### config.mk
export PLATFORM = sky130hd
export DESIGN_NAME = dsu_bp_wp_unit
export DESIGN_NICKNAME = d
export VERILOG_FILES = /design/src/rtl/dsu_bp_wp_unit.sv
export SDC_FILE = /design/constraint.sdc
export NUM_CORES = 1
export LEC_CHECK = 0
export ABC_AREA = 0
export BUFFER_PORTS_ARGS = -buffer_cell sky130_fd_sc_hd__buf_2
export CORE_ASPECT_RATIO = 0.8
export CORE_MARGIN = 2
export CORE_UTILIZATION = 25
export CTS_BUF_LIST = sky130_fd_sc_hd__clkbuf_8
export DETAILED_ROUTE_END_ITERATION = 8
export PLACE_DENSITY = 0.49
export SYNTH_ARGS = -nofsm -noshare
export SYNTH_HDL_FRONTEND = slang
export SYNTH_SLANG_ARGS = --single-unit
### constraint.sdc
create_clock -name clk -period 4.59 [get_ports clk]
set_clock_uncertainty 0.1 [all_clocks]
set_input_delay 0.918 -clock clk [delete_from_list [all_inputs] [get_ports clk]]
set_output_delay 0.918 -clock clk [all_outputs]
set_load 0.01 [all_outputs]
### src/rtl/dsu_bp_wp_unit.sv
// Per-thread breakpoint/watchpoint unit for the Debug Support Unit.
// Compares issued PCs and memory accesses against programmable comparators,
// counts hits, and sequences per-thread halt / resume / single-step.
//
// state       | meaning
// ------------+-----------------------------------------------------------
// ST_RUNNING  | thread issues normally, halt request low
// ST_HALTED   | thread stopped, halt request high until resume
// ST_STEPPING | thread released for one instruction, halts after it issues
module dsu_bp_wp_unit #(
    parameter int BP_NUMB       = 8,
    parameter int THREAD_NUMB   = 4,
    parameter int ADDR_WIDTH    = 32,
    parameter int HIT_CNT_WIDTH = 8,
    localparam int IDX_W        = $clog2(BP_NUMB),
    localparam int TID_W        = (THREAD_NUMB > 1) ? $clog2(THREAD_NUMB) : 1
) (
    input  logic                     clk,
    input  logic                     reset,
    input  logic                     cfg_we,
    input  logic [IDX_W-1:0]         cfg_idx,
    input  logic [ADDR_WIDTH-1:0]    cfg_addr,
    input  logic [1:0]               cfg_mode,
    input  logic [THREAD_NUMB-1:0]   cfg_thread_mask,
    input  logic [HIT_CNT_WIDTH-1:0] cfg_count,
    input  logic                     is_instruction_valid,
    input  logic [ADDR_WIDTH-1:0]    is_instruction_pc,
    input  logic [TID_W-1:0]         is_thread_id,
    input  logic                     mem_access_valid,
    input  logic [ADDR_WIDTH-1:0]    mem_access_addr,
    input  logic                     mem_access_is_store,
    input  logic [TID_W-1:0]         mem_access_thread_id,
    input  logic [THREAD_NUMB-1:0]   dsu_single_step,
    input  logic [THREAD_NUMB-1:0]   dsu_resume,
    input  logic                     dsu_hit_status_clear,
    output logic [THREAD_NUMB-1:0]   dsu_halt_request,
    output logic [THREAD_NUMB-1:0]   dsu_halt_by_step,
    output logic [BP_NUMB-1:0]       dsu_hit_status
);

    typedef enum logic [1:0] {
        ST_RUNNING  = 2'd0,
        ST_HALTED   = 2'd1,
        ST_STEPPING = 2'd2
    } thr_state_t;

    localparam logic [1:0] MODE_EXEC = 2'b01;

    logic [ADDR_WIDTH-1:0]    cmp_addr  [BP_NUMB];
    logic [1:0]               cmp_mode  [BP_NUMB];
    logic [THREAD_NUMB-1:0]   cmp_mask  [BP_NUMB];
    logic [HIT_CNT_WIDTH-1:0] cmp_count [BP_NUMB];
    logic [HIT_CNT_WIDTH-1:0] hit_cnt   [BP_NUMB];

    logic [HIT_CNT_WIDTH-1:0] hit_cnt_nxt [BP_NUMB];
    logic [HIT_CNT_WIDTH:0]   hit_sum     [BP_NUMB];
    logic [BP_NUMB-1:0]       wr_sel;
    logic [BP_NUMB-1:0]       exec_match;
    logic [BP_NUMB-1:0]       mem_match;
    logic [BP_NUMB-1:0]       exec_trig;
    logic [BP_NUMB-1:0]       mem_trig;
    logic [THREAD_NUMB-1:0]   thread_trig;
    logic [BP_NUMB-1:0]       hit_status_nxt;

    thr_state_t thr_state [THREAD_NUMB];

    // Comparator match, trigger and saturating hit-count evaluation.
    // A comparator being rewritten this cycle is masked so the old config
    // neither counts nor triggers.
    always_comb begin
        exec_match  = '0;
        mem_match   = '0;
        exec_trig   = '0;
        mem_trig    = '0;
        wr_sel      = '0;
        thread_trig = '0;
        for (int i = 0; i < BP_NUMB; i++) begin
            hit_sum[i]     = '0;
            hit_cnt_nxt[i] = hit_cnt[i];
        end
        for (int i = 0; i < BP_NUMB; i++) begin
            wr_sel[i]     = cfg_we && (cfg_idx == IDX_W'(i));
            exec_match[i] = !wr_sel[i] && (cmp_mode[i] == MODE_EXEC)
                            && is_instruction_valid
                            && cmp_mask[i][is_thread_id]
                            && (is_instruction_pc == cmp_addr[i]);
            mem_match[i]  = !wr_sel[i] && cmp_mode[i][1]
                            && mem_access_valid
                            && (mem_access_is_store == cmp_mode[i][0])
                            && cmp_mask[i][mem_access_thread_id]
                            && (mem_access_addr == cmp_addr[i]);
            exec_trig[i]  = exec_match[i] && (hit_cnt[i] >= cmp_count[i]);
            mem_trig[i]   = mem_match[i] && (hit_cnt[i] >= cmp_count[i]);
            hit_sum[i]    = {1'b0, hit_cnt[i]}
                            + (HIT_CNT_WIDTH+1)'(exec_match[i])
                            + (HIT_CNT_WIDTH+1)'(mem_match[i]);
            if (wr_sel[i])
                hit_cnt_nxt[i] = '0;
            else if (hit_sum[i][HIT_CNT_WIDTH])
                hit_cnt_nxt[i] = '1;
            else
                hit_cnt_nxt[i] = hit_sum[i][HIT_CNT_WIDTH-1:0];
            if (exec_trig[i])
                thread_trig[is_thread_id] = 1'b1;
            if (mem_trig[i])
                thread_trig[mem_access_thread_id] = 1'b1;
        end
        // A new trigger survives a simultaneous clear; a rewrite clears its bit.
        hit_status_nxt = (dsu_hit_status_clear ? '0 : dsu_hit_status)
                         | exec_trig | mem_trig;
        hit_status_nxt = hit_status_nxt & ~wr_sel;
    end

    // Comparator configuration, hit counters and sticky hit status.
    always_ff @(posedge clk) begin
        if (reset) begin
            for (int i = 0; i < BP_NUMB; i++) begin
                cmp_addr[i]  <= '0;
                cmp_mode[i]  <= '0;
                cmp_mask[i]  <= '0;
                cmp_count[i] <= '0;
                hit_cnt[i]   <= '0;
            end
            dsu_hit_status <= '0;
        end else begin
            for (int i = 0; i < BP_NUMB; i++) begin
                hit_cnt[i] <= hit_cnt_nxt[i];
                if (wr_sel[i]) begin
                    cmp_addr[i]  <= cfg_addr;
                    cmp_mode[i]  <= cfg_mode;
                    cmp_mask[i]  <= cfg_thread_mask;
                    cmp_count[i] <= cfg_count;
                end
            end
            dsu_hit_status <= hit_status_nxt;
        end
    end

    // Per-thread run/halt/step state machine with registered halt outputs.
    always_ff @(posedge clk) begin
        if (reset) begin
            for (int t = 0; t < THREAD_NUMB; t++)
                thr_state[t] <= ST_RUNNING;
            dsu_halt_request <= '0;
            dsu_halt_by_step <= '0;
        end else begin
            for (int t = 0; t < THREAD_NUMB; t++) begin
                case (thr_state[t])
                    ST_RUNNING: begin
                        if (thread_trig[t]) begin
                            thr_state[t]        <= ST_HALTED;
                            dsu_halt_request[t] <= 1'b1;
                            dsu_halt_by_step[t] <= 1'b0;
                        end
                    end
                    ST_HALTED: begin
                        // Trigger beats resume; that counts as a fresh breakpoint halt.
                        if (dsu_resume[t] && thread_trig[t]) begin
                            dsu_halt_by_step[t] <= 1'b0;
                        end else if (dsu_resume[t]) begin
                            thr_state[t]        <= dsu_single_step[t] ? ST_STEPPING
                                                                      : ST_RUNNING;
                            dsu_halt_request[t] <= 1'b0;
                        end
                    end
                    ST_STEPPING: begin
                        if (thread_trig[t]) begin
                            thr_state[t]        <= ST_HALTED;
                            dsu_halt_request[t] <= 1'b1;
                            dsu_halt_by_step[t] <= 1'b0;
                        end else if (is_instruction_valid
                                     && (is_thread_id == TID_W'(t))) begin
                            thr_state[t]        <= ST_HALTED;
                            dsu_halt_request[t] <= 1'b1;
                            dsu_halt_by_step[t] <= 1'b1;
                        end
                    end
                    default: begin
                        thr_state[t]        <= ST_RUNNING;
                        dsu_halt_request[t] <= 1'b0;
                    end
                endcase
            end
        end
    end

endmodule

==> results.ini, run 1 <==
[outcome]
outcome=finished clean

[detailed_routing]
wl_mm=109
drt_first_pass_iters=5
vias_per_cell=4.98
drc=0
drtAntennaViolNets=0
avgRoutedWirePerCell_um=27.3
drt_iter0_drc=2501
num_vias=19888

[worst_setup_path]
start_kind=flop
ff2ff_path_depth=12
crit_slowest_cell=nor4_1
critPathArrivalTime_ps=4290
r2r-start=cmp_addr[1][24]
cp_common_cell=buf_4
reg2reg_to=thr_state[0][6]
critPathMaxStageDelay_ps=620
crit_chain=xor2_1 > nor4_1 > buf_4 > nand4_1 > buf_4 > nor4_1 > buf_4 > a22oi_1 > nand4_1 > a32o_1 > nor3_1 > a2111o_1
crit_fanout=2
worstPathRequired_ps=4950
worstSetupPathType=reg2reg
critical_path.endpoint_type=flop
r2r_setup_slack_ps=660

[die]
core-area_mm2=0.101
die_x_um=361
fp-row-count=104
initial_core_util_pct=25.3
fp.dieH_um=289
dieArea_mm2=0.104
io_pins=148

[timing]
timing.final.crit_share_pct=85.6
drv_slew=0
max-slew-margin-rel_pct=30.6
tightest_slew_ps=1040
period_needed_ps=3930
final-setup-viol-count=0
rsz0062_at_grt=false
tns_ps=0
fmax_ghz=0.254
hold_viol=0

[cts]
cts-buffers-inserted=83
clk_pin_slew_ps=70
cts-root-buf=clkbuf_8
clock_tree.buffer_depth=3
cts_tree=done
insertion_delay_ps=750
cts_hold_buf=0
cts_resized=0
cts_max_level=3
cts_sinks=456
postCtsSetupBuffers=0

[hold_path]
min_path_type=reg2reg
hold_depth=2
min_to=dsu_hit_status[6]
min_from=dsu_hit_status[6]

[power]
clkPwrFrac_pct=37.6
intPower_w=0.00720
power_frac_comb_pct=14.2
switching_power_w=0.00312
p_leak_nw=11.4
p_sw_share_pct=30.2
peakVddDrop_mv=0.173
pwr-share-seq_pct=48.2
power_density_mw_per_mm2=344

[global_routing]
grtUsageTotal_pct=20.6
grt_max_degree=56
grt_first_pass_wirelength_mm=150
antenna_found_initial=11
first_global_vias=19398
gr-total-overflow=0

[finish]
stdcell_area_mm2=0.0300
drive_gt1_share_pct=16.3
finalNetCount=2807
area_growth_pct=17.9
fillers=10465

[synthesis]
yosysSeqAreaShare_pct=50.6
yosysWarnings=0
netlist_instances=2349
ys_seq_elements=456
yosysUniqueCellTypes=84
postSynthAreaPerCell_um2=10.8
synth-edff-count=376
ys.flop_type=edfxtp_1
syn_area_mm2=0.0255
synth_nets=2561
synthArstFlopShare_pct=0

[placement]
port_buffers=147
gp_congestion=1.03
postPlaceCellArea_mm2=0.0284
place_hpwl_mm=83.5

[run]
maxCapViolCount=0

## critical path, delay by kind of cell, from the launching register on
| kind | cells | cell delay (ps) |
|---|---|---|
| simple gates | 5 | 1430 |
| buf+inv | 3 | 640 |
| compound gates | 3 | 890 |
| xor+xnor | 1 | 170 |
| flops | 1 | 410 |
## flip-flops by register name (all words and copies together), names as in the netlist
name / flops
cmp_addr: 256
cmp_count: 64
cmp_mask: 32
cmp_mode: 16
dsu_halt_by_step: 4
dsu_halt_request: 4
dsu_hit_status: 8
hit_cnt: 64
thr_state: 8
## cell type report
type	count	area [um^2]	share of cell area [%]
Timing Repair Buffer	285	1830	6.11
Sequential cell	456	12900	42.9
Clock buffer	89	1220	4.08
Antenna cell	4	10.0	0.0333
Inverter	151	569	1.90
Multi-Input combinational cell	1618	11500	38.2
Clock inverter	65	377	1.25
Tap cell	1325	1660	5.52
## metrics by stage
stage	setup slack, ps	utilization (%)	power, W	std cells	hold WS [ps]
2_1_floorplan	806	-	0.00577	2349	383
4_1_cts	863	29.8	0.0104	3989	369
6_report	659	29.8	0.0103	3993	367
3_3_place_gp	36.3	28.2	0.00649	3835	353
5_1_grt	595	29.8	0.0106	3991	396
3_5_place_dp	63.3	28.2	0.00647	3835	359
## kinds of logic (layout without fill, tap and decap cells)
group	Yosys count	after routing	share of synthesized area, %
xor gates and xnor gates	545	545	18.8
muxes	11	11	0.545
and+or+nand+nor	758	758	15.4
DFF	456	456	50.6
other	0	4	0
buffers and inverters	275	590	4.45
AOI/OAI and AO/OA	224	224	6.02
adders and majority gates	80	80	4.17
## routing by layer
metal	global-route usage [%]	routed length [um]
met5	0	7
met4	8.10	4550
met3	5.10	11300
met2	30.0	45100
met1	29.2	48100
## worst max-delay path by stage
stage | startpoint | endpoint | slack [ps] | cells after the start
floorplan | is_instruction_pc[16] | hit_cnt[0][23] | 810 | 11
global placement | is_thread_id[0] | hit_cnt[0][23] | 40 | 13
detailed placement | is_thread_id[0] | hit_cnt[0][23] | 60 | 13
CTS | is_thread_id[0] | hit_cnt[0][23] | 860 | 13
global route | hit_cnt[0][8] | thr_state[0][2] | 600 | 14
finish | cmp_addr[1][24] | thr_state[0][6] | 660 | 12
## power by group through the flow
stage | Combinational [W] | Clock (W) | Sequential, W
5_1_grt | 0.00151 | 0.00413 | 0.00499
2_1_floorplan | 0.000788 | 0 | 0.00498
4_1_cts | 0.00143 | 0.00395 | 0.00497
3_5_place_dp | 0.00142 | 0 | 0.00505
6_report | 0.00146 | 0.00389 | 0.00498
3_3_place_gp | 0.00143 | 0 | 0.00505
## cells in the final DEF (no fill, tap or decap), types with 7 or more instances in the layout
cell type / count
edfxtp_1: 376
xor2_1: 345
nor2_1: 309
xnor2_1: 199
inv_1: 185
buf_2: 147
buf_4: 133
nor4_1: 94
clkbuf_8: 89
a21oi_1: 80
dfxtp_1: 80
ha_1: 72
nand4_1: 65
nand2b_1: 65
nand2_1: 55
nand3_1: 30
nor3_1: 29
o21ai_0: 27
a211oi_1: 22
and3_1: 19
o2111ai_1: 16
clkinv_1: 13
and4_1: 12
nor2b_1: 11
mux2i_1: 9
o2111a_1: 9
nand3b_1: 9
or4_1: 8
a2111oi_0: 8
fa_1: 8
or2_2: 7
o21a_1: 7
a22oi_1: 7
## Yosys cell counts, types with 29 or more instances
master      n  share of area, %
nand2b_1   71               1.7
nor2_1    309               4.6
nand2_1    55              0.81
edfxtp_1  376                44
nor4_1     94               2.3
nor3_1     29              0.57
dfxtp_1    80               6.3
xnor2_1   199               6.8
nand4_1    65               1.6
nand3_1    31              0.61
ha_1       72               3.5
a21oi_1    80               1.6
inv_1     150               2.2
xor2_1    345                12
clkbuf_1   79               1.2
Power figures use the tool's default switching activity.
==> run 2: changes to the inputs <==
- CORE_UTILIZATION: 25 -> 64
- PLACE_DENSITY: 0.49 -> 0.93
- SLEW_MARGIN: default -> 30
==> run 2 against run 1 <==
Against the previous run: setup slack got worse by 440 ps; utilization grew 43 points; global-route usage rose by 28 points; first-iteration DRC count is 33% higher; clock power is 11% lower; power is 4.5% lower; combinational power about the same; largest power group unchanged; highest routed layer unchanged; non-clock buffer count down 38; count of clock-buffer cells in the layout decreased by 2; register-to-register slack got worse by 80 ps.
==> results.ini, run 2 (synthesized netlist as in run 1, its figures left out) <==
[finish]
largest_reg_flops=256
area_growth_pct=12.1
fin_cells=3146
reg_top3=cmp_addr x256, cmp_count x64, hit_cnt x64
final_common_cell=edfxtp_1
finalNetCount=2761
final_cell_mix=edfxtp_1 (376), xor2_1 (345), nor2_1 (309), xnor2_1 (199), inv_1 (175)
stdcell_area_mm2=0.0285
fillers=2829
max_flop_register=cmp_addr
drive_gt1_share_pct=14.8

[placement]
dpl_worst_slack_ps=-21.7
gp_congestion=1.05
dp.cells=3008
postPlaceCellArea_mm2=0.0271
place_hpwl_mm=73.0
port_buffers=147

[timing]
fmax_ghz=0.229
tightest_slew_ps=1120
final-setup-viol-count=0
whs_ps=370
rsz0062_at_grt=false
setup_slack_ps=221
hold_viol=0
max-slew-margin-rel_pct=25.4
drv_slew=0
timing.final.crit_share_pct=95.2
period_needed_ps=4370

[die]
io_pins=148
core-area_mm2=0.0394
fp.dieH_um=182
dieArea_mm2=0.0414
die_x_um=227
fp-row-count=65
initial_core_util_pct=64.7

[worst_setup_path]
ff2ff_path_depth=11
critPathMaxStageDelay_ps=780
worstPathRequired_ps=4880
r2r_setup_slack_ps=580
crit_slowest_cell=nor4_1
worstSetupPathType=in2reg
start_kind=input pin
reg2reg_to=thr_state[0][6]
cp_common_cell=nand4_1
r2r-start=cmp_count[1][20]
crit_fanout=16
critPathArrivalTime_ps=4660
critical_path.endpoint_type=flop
crit_chain=buf_2 > and2_0 > a2111oi_0 > nand4_1 > nor4_1 > a22oi_1 > nand4_1 > a32o_1 > nor3_1 > a2111o_1

[power]
power_density_mw_per_mm2=346
switching_power_w=0.00292
pwr-share-seq_pct=50.3
peakVddDrop_mv=0.239
power_frac_comb_pct=14.5
intPower_w=0.00695
clkPwrFrac_pct=35.2
p_leak_nw=11.1
p_sw_share_pct=29.6

[detailed_routing]
drt_first_pass_iters=6
drtAntennaViolNets=0
num_vias=20770
drc=0
wl_mm=99.3
avgRoutedWirePerCell_um=31.6
drt_iter0_drc=3318
vias_per_cell=6.60

[run]
maxCapViolCount=0

[outcome]
outcome=finished clean

[hold_path]
min_path_type=reg2reg
hold_depth=2
min_to=dsu_hit_status[2]
min_from=dsu_hit_status[2]

[cts]
cts_tree=done
insertion_delay_ps=650
cts-buffers-inserted=75
clock_tree.buffer_depth=3
cts_max_level=3
cts-root-buf=clkbuf_8
clk_pin_slew_ps=70
cts_sinks=456
cts_hold_buf=0
postCtsSetupBuffers=0
cts_resized=0

[global_routing]
first_global_vias=20242
grtUsageTotal_pct=48.3
gr-total-overflow=0
grt_first_pass_wirelength_mm=138
grt_max_degree=56
antenna_found_initial=2

run 2: through the flow:
stage | total power [W] | utilization, % | setup TNS [ps]
2_1_floorplan | 0.00577 | - | 0
3_3_place_gp | 0.00636 | 69.0 | -69.0
3_5_place_dp | 0.00639 | 69.0 | -43.3
4_1_cts | 0.00974 | 72.5 | 0
5_1_grt | 0.0100 | 72.5 | 0
6_report | 0.00986 | 72.5 | 0
run 2: metal layers:
layer | GRT usage [%] | share of wire, % | up-vias
met5 | 2.03 | 0.14 | -
met4 | 28.0 | 6.7 | 8
met3 | 16.6 | 16 | 409
met1 | 62.8 | 35 | 9972
met2 | 70.1 | 43 | 1776
li1 | - | - | 8605
run 2: final cells by class:
class	instances	area, um^2	share of cell area (%)
Antenna cell	3	7.51	0.0263
Clock buffer	87	1200	4.19
Clock inverter	48	199	0.697
Inverter	151	569	1.99
Multi-Input combinational cell	1618	11500	40.2
Sequential cell	456	12900	45.2
Tap cell	536	671	2.35
Timing Repair Buffer	247	1540	5.38
run 2: critical path: cells and delay by family:
kind | cells | cell delay (ps)
compound gates | 4 | 1680
buf+inv | 1 | 200
simple gates | 5 | 1850
run 2: power by group through the flow:
stage / combinational (W) / clock [W] / sequential [W]
after global routing: 0.00146 / 0.00360 / 0.00498
final: 0.00143 / 0.00347 / 0.00496
after CTS: 0.00136 / 0.00343 / 0.00495
after detailed placement: 0.00135 / 0 / 0.00504
after global placement: 0.00134 / 0 / 0.00503
after floorplan: 0.000788 / 0 / 0.00498
run 2: worst max path at each step:
stage,startpoint,end,slack [ps]
2_1_floorplan,is_instruction_pc[16],hit_cnt[0][23],810
5_1_grt,is_thread_id[0],thr_state[0][6],220
4_1_cts,is_thread_id[1],thr_state[0][6],580
6_report,is_thread_id[1],thr_state[0][6],220
3_5_place_dp,is_thread_id[1],thr_state[0][7],-20
3_3_place_gp,is_thread_id[1],thr_state[0][6],-30
==> run 3: changes to the inputs <==
==> constraint.sdc (replaced) <==
create_clock -name clk -period 4.59 [get_ports clk]
set_clock_uncertainty 0.1 [all_clocks]
set_input_delay 0.6885 -clock clk [delete_from_list [all_inputs] [get_ports clk]]
set_output_delay 0.6885 -clock clk [all_outputs]
set_load 0.01 [all_outputs]
==> run 3 against run 2 <==
Against the previous run: setup slack gained 360 ps; critical path depth is 2 higher; worst hold slack worse by 110 ps; largest cell class unchanged; highest routed layer unchanged.
==> results.ini, run 3 (synthesized netlist as in run 1, its figures left out) <==
[timing]
final-setup-viol-count=0
tightest_slew_ps=1160
rsz0062_at_grt=false
period_needed_ps=4010
fmax_ghz=0.249
tns_ps=0
max-slew-margin-rel_pct=22.9
hold_viol=0
drv_slew=0
setup_slack_ps=581
timing.final.crit_share_pct=87.4

[worst_setup_path]
critPathArrivalTime_ps=4270
worstSetupPathType=reg2reg
crit_fanout=6
critical_path.endpoint_type=flop
worstPathRequired_ps=4850
start_kind=flop

[outcome]
outcome=finished clean

[finish]
reg_top3=cmp_addr x256, cmp_count x64, hit_cnt x64
postLayoutCoreUtil_pct=72.1
final_cell_mix=edfxtp_1 (376), xor2_1 (345), nor2_1 (309), xnor2_1 (199), inv_1 (178)
max_flop_register=cmp_addr
largest_reg_flops=256
fin_cells=3120
finalNetCount=2734
area_growth_pct=11.4
final_common_cell=edfxtp_1
drive_gt1_share_pct=14.1

[detailed_routing]
vias_per_cell=6.75
wl_mm=103
drt_iter0_drc=3639
num_vias=21066
drtAntennaViolNets=0
avgRoutedWirePerCell_um=33.0
drt_first_pass_iters=8
drc=0

[cts]
clk_pin_slew_ps=60
cts_sinks=456
cts_resized=0
cts_tree=done
cts-buffers-inserted=75
clock_tree.buffer_depth=3
cts-root-buf=clkbuf_8
insertion_delay_ps=690
postCtsSetupBuffers=0
cts_max_level=3
cts_hold_buf=0

[power]
clkPwrFrac_pct=35.7
p_sw_share_pct=30.0
power_density_mw_per_mm2=353
power_frac_comb_pct=14.5
peakVddDrop_mv=0.340
pwr-share-seq_pct=49.8
power.total_w=0.0100
switching_power_w=0.00300
intPower_w=0.00700
p_leak_nw=10.9

[global_routing]
grt_max_degree=56
grtUsageTotal_pct=50.0
grt_first_pass_wirelength_mm=143
gr-total-overflow=0
antenna_found_initial=2
first_global_vias=20301

[placement]
place_hpwl_mm=76.2
dpl_worst_slack_ps=239
gp_congestion=1.16
dp.cells=2981
port_buffers=147

[run]
maxCapViolCount=0

[die]
io_pins=148
fp.dieH_um=182
dieArea_mm2=0.0414
fp-row-count=65
die_x_um=227
core-area_mm2=0.0394
initial_core_util_pct=64.7

[hold_path]
min_path_type=in2reg

## run 3: power groups by stage
stage	Combinational, W	Sequential [W]	Clock (W)
floorplan	0.000788	0.00498	0
global placement	0.00135	0.00505	0
detailed placement	0.00136	0.00505	0
CTS	0.00136	0.00497	0.00352
global route	0.00146	0.00500	0.00371
finish	0.00145	0.00499	0.00357
## run 3: worst max-delay path, cell delays in order (launching register included)
cell and delay [ps]:
dfxtp_1 360, inv_1 60, ha_1 280, nand2b_1 140, a2111o_1 400, a21oi_1 280, nand4b_1 270, a21boi_0 430
nand4_1 360, a32oi_1 510, buf_4 230, a21oi_1 70, o21bai_1 210
## run 3: through the flow
| stage | hold WS [ps] | instance area, um^2 |
|---|---|---|
| floorplan | 383 | 25500 |
| global placement | 354 | 26900 |
| detailed placement | 356 | 26900 |
| CTS | 245 | 28400 |
| global route | 251 | 28400 |
| finish | 263 | 28400 |
## run 3: path summary, 6_finish.rpt
kind | cells after the start | start | end | slack [ps]
hold / removal | 2 | dsu_single_step[2] | thr_state[0][5] | 260
setup reg to reg | 12 | hit_cnt[0][8] | thr_state[0][2] | 580
setup / recovery | 12 | hit_cnt[0][8] | thr_state[0][2] | 580
hold reg to reg | 2 | dsu_hit_status[6] | dsu_hit_status[6] | 370
## run 3: layer usage
metal  routed length [um]  vias to the layer above  GRT usage [%]
met2                41300                     1990           69.2
met5                  160                        -              0
met3                17200                      468           18.8
met4                 7920                        2           30.8
met1                36500                    10052           66.4
li1                     -                     8554              -
## run 3: final cells by class
cell class | instances | area [um^2]
sequential | 456 | 12900
multi-input combinational | 1618 | 11500
fill | 2829 | 11000
timing repair buffer | 220 | 1310
clock buffer | 84 | 1160
tap | 536 | 671
inverter | 151 | 569
clock inverter | 52 | 275
antenna | 3 | 7.51
